### config.mk
export PLATFORM = sky130hd
export DESIGN_NAME = text_console_writer_flat
export DESIGN_NICKNAME = d
export VERILOG_FILES = /design/src/rtl/text_console_writer_if.sv /design/src/rtl/text_console_writer.sv /design/src/flat_wrapper.sv
export SDC_FILE = /design/constraint.sdc
export NUM_CORES = 1
export LEC_CHECK = 0
export CAP_MARGIN = 30
export CORE_ASPECT_RATIO = 1.75
export CORE_MARGIN = 5
export CORE_UTILIZATION = 40
export CTS_CLUSTER_DIAMETER = 200
export CTS_CLUSTER_SIZE = 24
export DETAILED_ROUTE_END_ITERATION = 6
export PLACE_DENSITY = 0.75
export SLEW_MARGIN = 20
export SYNTH_ARGS = -nofsm -noshare
export SYNTH_HDL_FRONTEND = slang
export SYNTH_SLANG_ARGS = --single-unit
### constraint.sdc
create_clock -name Clk -period 2.7 [get_ports Clk]
set_input_delay 0.675 -clock Clk [delete_from_list [all_inputs] [get_ports Clk]]
set_output_delay 0.675 -clock Clk [all_outputs]
set_load 0.05 [all_outputs]
### src/rtl/text_console_writer_if.sv
// Character-stream handshake and VRAM word bus between the host-side character
// source, text_console_writer and the text-mode VRAM register file.
interface text_console_writer_if;
    logic [7:0]  char_data;
    logic        char_valid;
    logic        char_ready;
    logic        inv_mode;
    logic [9:0]  vram_addr;
    logic [31:0] vram_wdata;
    logic [3:0]  vram_be;
    logic        vram_we;
    logic        vram_re;
    logic [31:0] vram_rdata;
    logic [6:0]  cursor_col;
    logic [4:0]  cursor_row;
    logic        busy;

    // The writer: consumes characters and masters the VRAM bus.
    modport master (
        input  char_data, char_valid, inv_mode, vram_rdata,
        output char_ready, vram_addr, vram_wdata, vram_be, vram_we, vram_re,
               cursor_col, cursor_row, busy
    );

    // The environment: character source plus VRAM register file.
    modport slave (
        output char_data, char_valid, inv_mode, vram_rdata,
        input  char_ready, vram_addr, vram_wdata, vram_be, vram_we, vram_re,
               cursor_col, cursor_row, busy
    );
endinterface

### src/rtl/text_console_writer.sv
// Character-stream writer for the 80x30 text-mode VRAM: places glyph bytes at
// the cursor, interprets BS/LF/FF/CR, scrolls up one row and clears the screen.
// Word 600 (control/colour register) lies outside every address it produces.
module text_console_writer #(
    parameter int         COLS = 80,
    parameter int         ROWS = 30,
    parameter int         WPR  = COLS / 4,
    parameter logic [7:0] FILL = 8'h20
) (
    input logic                   Clk,
    input logic                   Reset,
    text_console_writer_if.master bus
);

    localparam logic [2:0] ST_IDLE      = 3'd0;
    localparam logic [2:0] ST_WRITE     = 3'd1;
    localparam logic [2:0] ST_SCROLL_RD = 3'd2;
    localparam logic [2:0] ST_SCROLL_WR = 3'd3;
    localparam logic [2:0] ST_FILL      = 3'd4;

    localparam logic [6:0] LAST_COL  = 7'(COLS - 1);
    localparam logic [4:0] LAST_ROW  = 5'(ROWS - 1);
    localparam logic [9:0] ROW_WORDS = 10'(WPR);
    localparam logic [9:0] COPY_LAST = 10'((ROWS - 1) * WPR - 1);
    localparam logic [9:0] FILL_LAST = 10'(ROWS * WPR - 1);

    localparam logic [7:0] CH_BS = 8'h08;
    localparam logic [7:0] CH_LF = 8'h0A;
    localparam logic [7:0] CH_FF = 8'h0C;
    localparam logic [7:0] CH_CR = 8'h0D;

    logic [2:0] state;
    logic [7:0] code;       // character latched at the handshake
    logic       inv;        // invert attribute latched with it
    logic [6:0] col;
    logic [4:0] row;
    logic [9:0] ptr;        // copy index during scroll, then fill address

    logic       printable;
    logic [7:0] glyph;
    logic [9:0] cell_addr;

    assign printable = (code >= 8'h20) && (code <= 8'h7E);
    assign glyph     = {inv, code[6:0]};
    assign cell_addr = 10'(row) * ROW_WORDS + 10'(col[6:2]);

    // Control FSM, cursor and scroll/fill pointer.
    // NOTE: sequential state uses non-blocking assignments so every register
    // samples pre-edge values regardless of statement order.
    always_ff @(posedge Clk) begin
        if (Reset) begin
            state <= ST_IDLE;
            code  <= '0;
            inv   <= 1'b0;
            col   <= '0;
            row   <= '0;
            ptr   <= '0;
        end else begin
            case (state)
                ST_IDLE: begin
                    if (bus.char_valid) begin
                        code  <= bus.char_data;
                        inv   <= bus.inv_mode;
                        state <= ST_WRITE;
                    end
                end

                ST_WRITE: begin
                    state <= ST_IDLE;
                    if (printable) begin
                        if (col == LAST_COL) begin
                            col <= '0;
                            if (row == LAST_ROW) begin
                                ptr   <= '0;
                                state <= ST_SCROLL_RD;
                            end else begin
                                row <= row + 5'd1;
                            end
                        end else begin
                            col <= col + 7'd1;
                        end
                    end else begin
                        case (code)
                            CH_LF: begin
                                col <= '0;
                                if (row == LAST_ROW) begin
                                    ptr   <= '0;
                                    state <= ST_SCROLL_RD;
                                end else begin
                                    row <= row + 5'd1;
                                end
                            end
                            CH_CR: col <= '0;
                            CH_BS: if (col != '0) col <= col - 7'd1;
                            CH_FF: begin
                                col   <= '0;
                                row   <= '0;
                                ptr   <= '0;
                                state <= ST_FILL;
                            end
                            default: ;
                        endcase
                    end
                end

                ST_SCROLL_RD: state <= ST_SCROLL_WR;

                ST_SCROLL_WR: begin
                    // The pointer runs straight on into the bottom-row fill.
                    ptr   <= ptr + 10'd1;
                    state <= (ptr == COPY_LAST) ? ST_FILL : ST_SCROLL_RD;
                end

                ST_FILL: begin
                    if (ptr == FILL_LAST) begin
                        ptr   <= '0;
                        state <= ST_IDLE;
                    end else begin
                        ptr <= ptr + 10'd1;
                    end
                end

                default: state <= ST_IDLE;
            endcase
        end
    end

    // VRAM strobes decoded from the state; all held low while Reset is high.
    // NOTE: every output gets a default before the case so no latch is inferred.
    always_comb begin
        bus.vram_we    = 1'b0;
        bus.vram_re    = 1'b0;
        bus.vram_be    = 4'h0;
        bus.vram_addr  = '0;
        bus.vram_wdata = '0;
        if (!Reset) begin
            case (state)
                ST_WRITE: begin
                    if (printable) begin
                        bus.vram_we    = 1'b1;
                        bus.vram_addr  = cell_addr;
                        bus.vram_be    = 4'b0001 << col[1:0];
                        bus.vram_wdata = {4{glyph}};
                    end
                end
                ST_SCROLL_RD: begin
                    bus.vram_re   = 1'b1;
                    bus.vram_addr = ptr + ROW_WORDS;
                end
                ST_SCROLL_WR: begin
                    bus.vram_we    = 1'b1;
                    bus.vram_addr  = ptr;
                    bus.vram_be    = 4'hF;
                    bus.vram_wdata = bus.vram_rdata;
                end
                ST_FILL: begin
                    bus.vram_we    = 1'b1;
                    bus.vram_addr  = ptr;
                    bus.vram_be    = 4'hF;
                    bus.vram_wdata = {4{FILL}};
                end
                default: ;
            endcase
        end
    end

    assign bus.char_ready = (state == ST_IDLE) && !Reset;
    assign bus.busy       = !Reset && ((state == ST_SCROLL_RD) ||
                                       (state == ST_SCROLL_WR) ||
                                       (state == ST_FILL));
    assign bus.cursor_col = col;
    assign bus.cursor_row = row;

endmodule

### src/flat_wrapper.sv
// flat-port wrapper written by rule: the top's interface ports become plain ports
module text_console_writer_flat 
#(
    parameter int         COLS = 80,
    parameter int         ROWS = 30,
    parameter int         WPR  = COLS / 4,
    parameter logic [7:0] FILL = 8'h20
)
  (Clk, Reset, bus_char_data, bus_char_valid, bus_inv_mode, bus_vram_rdata, bus_char_ready, bus_vram_addr, bus_vram_wdata, bus_vram_be, bus_vram_we, bus_vram_re, bus_cursor_col, bus_cursor_row, bus_busy);
  text_console_writer_if bus_i ();
  input logic Clk;
  input logic Reset;
  input wire logic [$bits(bus_i.char_data)-1:0] bus_char_data;
  input wire logic [$bits(bus_i.char_valid)-1:0] bus_char_valid;
  input wire logic [$bits(bus_i.inv_mode)-1:0] bus_inv_mode;
  input wire logic [$bits(bus_i.vram_rdata)-1:0] bus_vram_rdata;
  output wire logic [$bits(bus_i.char_ready)-1:0] bus_char_ready;
  output wire logic [$bits(bus_i.vram_addr)-1:0] bus_vram_addr;
  output wire logic [$bits(bus_i.vram_wdata)-1:0] bus_vram_wdata;
  output wire logic [$bits(bus_i.vram_be)-1:0] bus_vram_be;
  output wire logic [$bits(bus_i.vram_we)-1:0] bus_vram_we;
  output wire logic [$bits(bus_i.vram_re)-1:0] bus_vram_re;
  output wire logic [$bits(bus_i.cursor_col)-1:0] bus_cursor_col;
  output wire logic [$bits(bus_i.cursor_row)-1:0] bus_cursor_row;
  output wire logic [$bits(bus_i.busy)-1:0] bus_busy;
  assign bus_i.char_data = bus_char_data;
  assign bus_i.char_valid = bus_char_valid;
  assign bus_i.inv_mode = bus_inv_mode;
  assign bus_i.vram_rdata = bus_vram_rdata;
  assign bus_char_ready = bus_i.char_ready;
  assign bus_vram_addr = bus_i.vram_addr;
  assign bus_vram_wdata = bus_i.vram_wdata;
  assign bus_vram_be = bus_i.vram_be;
  assign bus_vram_we = bus_i.vram_we;
  assign bus_vram_re = bus_i.vram_re;
  assign bus_cursor_col = bus_i.cursor_col;
  assign bus_cursor_row = bus_i.cursor_row;
  assign bus_busy = bus_i.busy;
  text_console_writer #(.COLS(COLS), .ROWS(ROWS), .WPR(WPR), .FILL(FILL)) u_core (.Clk(Clk), .Reset(Reset), .bus(bus_i));
endmodule
==> run summary <==
For this run, the leading register cell type out of synthesis is sky130_fd_sc_hd__dfxtp_1. The routed via count divided by cell count works out to 5.91. Total nets after synthesis: 507.

The final layout contains routed wiring with a total length of 11.8 mm. Synthesis handed over a netlist of 441 instances. TritonCTS built the clock tree.

Number of hold violations in the final report: 0. The tools report the number of antenna violations at the first check in global routing as 0. Transition at the pin with the smallest max-transition slack: 0.553 ns.

Cell type contributing the most total cell area after synthesis: sky130_fd_sc_hd__dfxtp_1. Dividing the detail-routed wire length by the instance count gives 17.7 um. Once detail routing completed, the nets flagged for antenna violations numbered 0. Setup violations remaining at the end of the flow were counted as 7. The number of buffer and inverter instances along the worst setup path came out at 2. The pin count of the biggest net entering global routing was 38. On the critical path the largest part of the delay comes from adder cells. Setup repair after global routing could not meet its margin everywhere. In this run the worst path has a maximum fanout of 2.

The leakage power summed over all cells is 1.94 nW, and the area share of the largest cell type after synthesis is 0.220. Subtracting the final worst setup slack from the clock period gives 3.18 ns. Launch point of the worst path: u_core.bus.cursor_row[3]. Type of element launching the critical path: a flip-flop.

The worst supply voltage drop on vdd is 307 uV. The tools report the number of design rule violations left after detail routing as 0. Traced cell by cell, the critical path runs through ha_4, ha_4, inv_2, fa_2, nor3b_2, nand2_1, or3_4, a31oi_4, buf_6. During synthesis, Yosys emitted a total of 0 warnings. The later pin in the worst-skew pair is clocked with a latency of 0.29 ns.

The number of global-route vias before repair is 4,004, and the average size of a mapped cell is 7.02 um2. Post-route cell area: 0.00559 mm2. The largest individual stage delay along the critical path comes from the cell sky130_fd_sc_hd__fa_2. The total via count after detailed routing was 3,933. The checks that failed: setup timing.

The instance count on the critical path was 9. Post-route clock skew: 0.00710 ns. The tools report the startpoint of the lowest-slack register-to-register path as u_core.bus.cursor_col[0]. The worst setup path is of the flip-flop to output port kind. Total track usage: 0.243.

The floorplan step defined a die boundary enclosing 0.00966 mm2. The count of placed standard cells including taps is 653. The clock passes through at most 2 buffers. Summing every instance area after synthesis gives 0.00309 mm2. The half-perimeter wire length after detailed placement is 9.20 mm. Before antenna repair, the detailed router went through 5 iterations.

The first global-routing pass estimated 19.5 mm of wire. Counting stages on the worst path, the most repeated cell is sky130_fd_sc_hd__ha_4. The number of antenna diodes in the final layout is 0. Layout overhead on the synthesized area: 80.5%. For flop-to-flop paths, the worst setup slack is 0.32 ns. The congestion estimate from routability-driven global placement came to 0.971. Clock-pin slew was measured on the worst setup and hold paths at 0.05 ns. For the number of buffers inserted during clock tree synthesis, the log shows 5.

The run gives 34 as the CTS sink count. Counting the fill cells in the layout gives 563. In the final layout, the multi-input gates occupy 0.00270 mm2. The worst register-to-register path has a depth of 6. The worst slew margin relative to its limit is 0.629. In this run the critical register-to-register path is captured at u_core.bus.cursor_row[4].

The flow ran to the end, but the final reports show violations. The class of the tightest hold or removal check was flip-flop to flip-flop. The library cell used most frequently in the layout, excluding fill and tap cells, is sky130_fd_sc_hd__nand2_1. The maximum cell stage delay along the critical path works out to 0.44 ns.

The proportion of register bits with asynchronous set or reset after synthesis came out at 0. The tree is rooted in a sky130_fd_sc_hd__clkbuf_16. Derived from the worst setup path, the maximum achievable clock frequency is 315 MHz.

The part of the cycle the worst path needs was 1.18. Data on the critical path is required at its endpoint by 2.03 ns. The top cell types in the final layout, fill and taps aside, are sky130_fd_sc_hd__nand2_1 (72), sky130_fd_sc_hd__clkdlybuf4s50_1 (54), sky130_fd_sc_hd__buf_4 (48), sky130_fd_sc_hd__buf_12 (42), sky130_fd_sc_hd__a21oi_2 (30).

The number of enable flip-flop cells after synthesis is 0. The sequential element share of the synthesized area is 0.220. Area taken by flip-flops and latches: 712 um2.

The share of post-route cells with drive strength above 1 is 0.381, and the synthesis-stage register bit count is 34. The number of violations reported at the end of detailed-routing iteration 0 is 201, and the starting density of the core is 0.409. Core footprint: 0.00757 mm2. In this run the number of H-tree levels came out at 2. Across the run, the number of max-cap violations was 0. The run gives 0 as the total congestion overflow.

The capture point of the worst path was bus_vram_addr[9]. The number of rows in the core area is 42. The number of input and output port buffers inserted came out at 105.

The post-layout instance count excluding filler cells is 666, and the arrival time reported for the critical path endpoint is 2.50 ns. For this design the ratio of total power to cell area is 271 mW/mm2. The die height is 126 um, and the post-placement worst setup slack is -0.238 ns. The placed instances occupy a cell area of 0.00516 mm2. The total count of max-transition violations in the final report is 0. Counting distinct cell types in the post-synthesis netlist gives 63. Sorting the synthesized cells by area gives the leading types as sky130_fd_sc_hd__dfxtp_1 (22%), sky130_fd_sc_hd__a21oi_1 (10%), sky130_fd_sc_hd__nand2_1 (9.3%), sky130_fd_sc_hd__ha_1 (8.1%), sky130_fd_sc_hd__nor2_1 (5.2%). 106 I/O pins were placed. STA classifies the critical path endpoint as an output port. The die is 76.5 um wide. The minimum setup slack in the final design is -0.477 ns. The run gives 643 as the number of nets at the end of the flow.
-- final cells by class --
class,instances,area share
multi-input combinational,368,0.483
timing repair buffer,155,0.334
sequential,34,0.127
clock buffer,7,0.0255
tap,88,0.0197
inverter,13,0.00918
clock inverter,1,0.000896
-- cell usage after synthesis, types with 4 or more instances --
| cell | number |
|---|---|
| sky130_fd_sc_hd__ha_1 | 20 |
| sky130_fd_sc_hd__nor3_1 | 6 |
| sky130_fd_sc_hd__a21o_1 | 5 |
| sky130_fd_sc_hd__xnor2_1 | 5 |
| sky130_fd_sc_hd__a221oi_1 | 8 |
| sky130_fd_sc_hd__buf_1 | 5 |
| sky130_fd_sc_hd__a211oi_1 | 7 |
| sky130_fd_sc_hd__buf_2 | 7 |
| sky130_fd_sc_hd__and3_1 | 6 |
| sky130_fd_sc_hd__dfxtp_1 | 34 |
| sky130_fd_sc_hd__a311oi_1 | 7 |
| sky130_fd_sc_hd__nor4_1 | 4 |
| sky130_fd_sc_hd__a22oi_1 | 4 |
| sky130_fd_sc_hd__nand2b_1 | 4 |
| sky130_fd_sc_hd__a31oi_1 | 8 |
| sky130_fd_sc_hd__nor2_1 | 43 |
| sky130_fd_sc_hd__clkbuf_1 | 13 |
| sky130_fd_sc_hd__xor2_1 | 7 |
| sky130_fd_sc_hd__nor2b_1 | 5 |
| sky130_fd_sc_hd__o22ai_1 | 4 |
| sky130_fd_sc_hd__nand2_1 | 77 |
| sky130_fd_sc_hd__nand4_1 | 8 |
| sky130_fd_sc_hd__o21ai_0 | 18 |
| sky130_fd_sc_hd__a21oi_1 | 62 |
| sky130_fd_sc_hd__nand3_1 | 10 |
| sky130_fd_sc_hd__inv_1 | 13 |
-- flip-flops by register name, indices dropped and copies added, names as in the netlist --
name                   count
u_core.bus.cursor_col      7
u_core.bus.cursor_row      5
u_core.code                8
u_core.inv                 1
u_core.ptr                10
u_core.state               3
-- what timing repair did --
| item | in CTS | in global routing |
|---|---|---|
| resized for setup | 44 | 14 |
| pin swaps | 12 | 8 |
| gates cloned | 0 | 0 |
| setup endpoints to repair | 47 | 37 |
| hold buffers | 0 | 0 |
| setup buffers | 0 | 5 |
-- cells by family (layout without fill, tap and decap cells) --
kind of cell | Yosys count | count (layout) | synth area share
and+or+nand+nor | 189 | 189 | 0.299
xor gates and xnor gates | 12 | 12 | 0.0340
buffers and inverters | 39 | 176 | 0.0534
adders and majority gates | 22 | 22 | 0.0938
AOI/OAI and AO/OA | 144 | 144 | 0.296
muxes | 1 | 1 | 0.00324
DFF | 34 | 34 | 0.220
-- worst register-to-register path: stages, from the launching register on --
cell and delay, ns:
sky130_fd_sc_hd__dfxtp_1 0.53, sky130_fd_sc_hd__ha_1 0.35, sky130_fd_sc_hd__nand4_1 0.27, sky130_fd_sc_hd__a21oi_2 0.44, sky130_fd_sc_hd__and3_1 0.29, sky130_fd_sc_hd__a31oi_1 0.11
sky130_fd_sc_hd__a211oi_1 0.26
-- per-stage QoR --
step,total power [mW],hold slack [ns],setup TNS (ns),util
after detailed placement,0.907,0.454,-0.804,0.683
after floorplan,0.739,0.437,-5.67,-
after CTS,1.51,0.461,-1.99,0.725
final,1.51,0.465,-1.94,0.738
after global placement,0.899,0.444,-0.621,0.683
after global routing,1.57,0.480,-2.56,0.738
-- where the power goes --
part	switching, mW	leakage [nW]	internal, mW
sequential	0.0242	0.283	0.514
combinational	0.204	1.58	0.175
clock	0.229	0.0739	0.366
total	0.457	1.94	1.05
-- worst min path at each step --
| stage | start | endpoint | slack, ns | cells after the start |
|---|---|---|---|---|
| after floorplan | u_core.inv | u_core.inv | 0.44 | 2 |
| after global placement | u_core.inv | u_core.inv | 0.44 | 2 |
| after detailed placement | u_core.inv | u_core.inv | 0.45 | 2 |
| after CTS | u_core.inv | u_core.inv | 0.46 | 2 |
| after global routing | u_core.inv | u_core.inv | 0.48 | 2 |
| final | u_core.inv | u_core.inv | 0.46 | 2 |
-- per-layer routing --
layer	GRT usage	up-vias	routed length [um]
met3	0.0418	43	671
li1	-	1871	-
met1	0.251	1830	4170
met2	0.455	189	6440
met4	0.129	0	517
met5	0	-	0
Note: power is estimated with default switching activity, not from simulation.
